<file path="src/rtl/reg_pkg.sv">
// Shared definitions for loadable registers: default width/reset value and a
// reusable even-parity helper.
package reg_pkg;

   localparam int REG_DEFAULT_SIZE  = 8;
   localparam int REG_DEFAULT_RESET = 0;

   // Widest word the parity helper accepts; callers zero-extend narrower words.
   localparam int REG_PARITY_W = 256;

   function automatic logic parity(input logic [REG_PARITY_W-1:0] word);
      return ^word;
   endfunction

endpackage

</file>
<file path="src/rtl/data_register.sv">
// Clock-enabled storage register with asynchronous active-low reset.
// Optional macro REGISTER_PARITY_EN adds a registered even-parity output regParity.
module data_register
   import reg_pkg::*;
#(
   parameter int               size        = REG_DEFAULT_SIZE,
   parameter logic [size-1:0]  RESET_VALUE = size'(REG_DEFAULT_RESET)
)
(
   input  logic            clock,
   input  logic            reset,
   input  logic            enable,
   input  logic [size-1:0] regIn,
   output logic [size-1:0] regOut
`ifdef REGISTER_PARITY_EN
   ,
   output logic            regParity
`endif
);

   logic [size-1:0] data_r;

   assign regOut = data_r;

`ifdef REGISTER_PARITY_EN
   localparam logic PARITY_RESET = parity(REG_PARITY_W'(RESET_VALUE));

   logic parity_r;
   logic parity_in_s;

   assign parity_in_s = parity(REG_PARITY_W'(regIn));
   assign regParity   = parity_r;

   // Storage for the data word and its parity; both load on the same edge.
   always_ff @(posedge clock or negedge reset) begin
      if (!reset) begin
         data_r   <= RESET_VALUE;
         parity_r <= PARITY_RESET;
      end else if (enable) begin
         data_r   <= regIn;
         parity_r <= parity_in_s;
      end else begin
         data_r   <= data_r;
         parity_r <= parity_r;
      end
   end
`else
   // Storage for the data word.
   always_ff @(posedge clock or negedge reset) begin
      if (!reset) begin
         data_r <= RESET_VALUE;
      end else if (enable) begin
         data_r <= regIn;
      end else begin
         data_r <= data_r;
      end
   end
`endif

endmodule

</file>
<file path="config.mk">
export PLATFORM = sky130hd
export DESIGN_NAME = data_register
export DESIGN_NICKNAME = d
export VERILOG_FILES = /design/src/rtl/reg_pkg.sv /design/src/rtl/data_register.sv
export SDC_FILE = /design/constraint.sdc
export NUM_CORES = 1
export LEC_CHECK = 0
export ABC_CLOCK_PERIOD_IN_PS = 900
export BUFFER_PORTS_ARGS = -buffer_cell sky130_fd_sc_hd__buf_4
export CORE_AREA = 2 2 39 41
export DETAILED_ROUTE_END_ITERATION = 10
export DIE_AREA = 0 0 41 43
export GPL_TIMING_DRIVEN = 0
export PLACE_DENSITY = 0.49
export SYNTH_ARGS = -nofsm -noshare
export SYNTH_HDL_FRONTEND = slang
export SYNTH_SLANG_ARGS = --single-unit
export TNS_END_PERCENT = 10
</file>
<file path="constraint.sdc">
create_clock -name clock -period 0.9 [get_ports clock]
set_input_delay 0.135 -clock clock [delete_from_list [all_inputs] [get_ports clock]]
set_output_delay 0.135 -clock clock [all_outputs]
set_load 0.02 [all_outputs]
</file>
==> qor.txt <==
largest net degree at the start of global routing - 9
arrival time worst endpoint - 0.78 ns
CP startpoint kind - register
critical path type - reg2out
fin util - 39.69%
routed wl met3 - 64 um
core area - 1384 um^2
top layer in use - met4
Slowest-stage cell, CP - dfrtp_1
share of layout cells above drive strength 1 - 76.92%
met2 routed WL - 362 um
Final Hold Fails - 0
Distinct cells, synth - 3
Reg power frac - 45.5%
critical path fanouts, max - 2
clk sinks - 8
Switching Share - 24.47%
Psw - 0.0002283 W
min-delay worst type - in2reg
vias in the first global route - 246
Initial Util - 23.96%
PD cells - 1699 nW/um^2
ANT nets after route - 0
Max VDD drop - 0.0006886 V
CP startpoint - regOut[3]$_DFFE_PN0P_
syn_area_per_cell - 19.50 um^2
# port buffers - 17
Synth Warn # - 0
CTS tree - done
CTS buffer count - 3
Tmin final - 0.9180 ns
Critical Path RT - 0.76 ns
# DRC - 0
max reg flops - 8
Final Max Slew Viols - 0
DR pass1 iterations - 2
leakage - 0.2797 nW
CTS root buf - clkbuf_4
register area share after synthesis - 60.38%
Worst Tran Pin Value - 0.1156 ns
max_cap viols - 0
Syn Nets - 28
first-pass GRT wire length - 1.104 mm
final worst slack - -0.01802 ns
# diodes - 0
cell-internal power - 0.0007047 W
maximum clock rate - 1089 MHz
top cell type's share of synthesized area - 60.38%
Hold Slack - 0.1187 ns
synthesized netlist cell count - 17
grt ovf - 0
Top delay family on crit path - flip-flops
clk slew on worst S/H paths - 0.05 ns
initial antenna violation count - 0
Die Ht - 43 um
outcome - finished with violations
Seq cells post-synth - 8
synth-to-layout area growth - 65.66%
violated checks - setup timing
via count - 228
worst reg2reg path startpoint - regOut[4]$_DFFE_PN0P_
die width - 41 um
io pins - 19
Rows - 14
slowest stage delay, CP - 0.40 ns
routed vias/inst - 4.145
unrepaired setup endpoints after global routing - true
Global Route Usage Sum - 10.72%
wire length per cell - 13.33 um
die area - 1763 um^2
part of the power in the clock network - 27.8%
final clock skew - 0 ns
routability cong. - 0.5585
nets - 52
clk_lat worst skew - 0.24 ns
largest cells by area after synthesis - dfrtp_1 60%, mux2_4 36%, buf_6 3.4%
final period utilization - 102.0%
cells along the critical path - buf_6
Final setup viols - 7
Gate power share - 26.7%
Met1 Wirelength - 293 um
Slew HR - 92.29%
H-tree Lvls - 1
Starting DRT DRC Count - 2
worst-case clock buffer depth - 2
area leader, netlist - dfrtp_1
WP buf/inv - 1
WL final - 733 um
crit path capture type - output port
synthesized area - 331.6 um^2
Worst Hold Launch - regIn[0]
-- power by group through the flow --
stage	Combinational [W]	Clock (W)	Sequential, W
floorplan	0.0000707	0	0.000466
global placement	0.000216	0	0.000421
detailed placement	0.000221	0	0.000424
CTS	0.000247	0.000283	0.000426
global route	0.000266	0.000311	0.000429
finish	0.000249	0.000259	0.000425
-- layout by cell type, fill, tap and decap left out --
master / netlist / layout
buf_4: 0 / 10
buf_6: 1 / 9
mux2_4: 8 / 8
dfrtp_1: 8 / 8
clkbuf_4: 0 / 3
dlygate4sd3_1: 0 / 1
-- final timing paths --
check                      slack, ns  cells after the start                     to
hold reg to reg                 0.53                      1  regOut[6]$_DFFE_PN0P_
setup / recovery               -0.02                      1              regOut[3]
max in group asynchronous       0.53                      2  regOut[0]$_DFFE_PN0P_
setup reg to reg                0.01                      2  regOut[4]$_DFFE_PN0P_
min in group asynchronous       0.24                      2  regOut[3]$_DFFE_PN0P_
hold / removal                  0.12                      2  regOut[0]$_DFFE_PN0P_
-- stage by stage --
step	total power, W	cell area, um^2	worst slack [ns]	setup TNS (ns)	cells
2_1_floorplan	0.0005368	331.6	0.06525	0	17
3_3_place_gp	0.0006369	479.2	0.1541	0	50
3_5_place_dp	0.0006453	479.2	0.1284	0	50
4_1_cts	0.0009560	541.8	-0.04358	-0.2032	54
5_1_grt	0.001006	549.3	-0.06808	-0.4042	55
6_report	0.0009330	549.3	-0.01802	-0.04755	55
-- area by class of cell --
| class | count | area (um^2) |
|---|---|---|
| Fill cell | 127 | 834.6 |
| Sequential cell | 8 | 200.2 |
| Multi-Input combinational cell | 8 | 120.1 |
| Buffer | 1 | 11.26 |
| Timing Repair Buffer | 19 | 175.2 |
| Tap cell | 16 | 20.02 |
| Clock buffer | 3 | 22.52 |
-- cells in the mapped netlist --
cell	instances
dfrtp_1	8
mux2_4	8
buf_6	1
-- what timing repair did --
action,4_1_cts,5_1_grt
hold endpoints to repair,8,0
hold buffers,1,0
gates resized for setup,8,0
endpoints found under the setup margin,8,8
buffers inserted,0,1
-- layer usage --
metal  track usage, %  vias up
li1                 -      104
met2            13.75       14
met4            10.00        0
met1            11.84      108
met3            5.759        2
met5                0        -
-- kinds of logic after synthesis --
logic type / synth area share (%)
buffers and inverters: 3.396
flip-flops: 60.38
multiplexers: 36.23
Power figures use the tool's default switching activity.
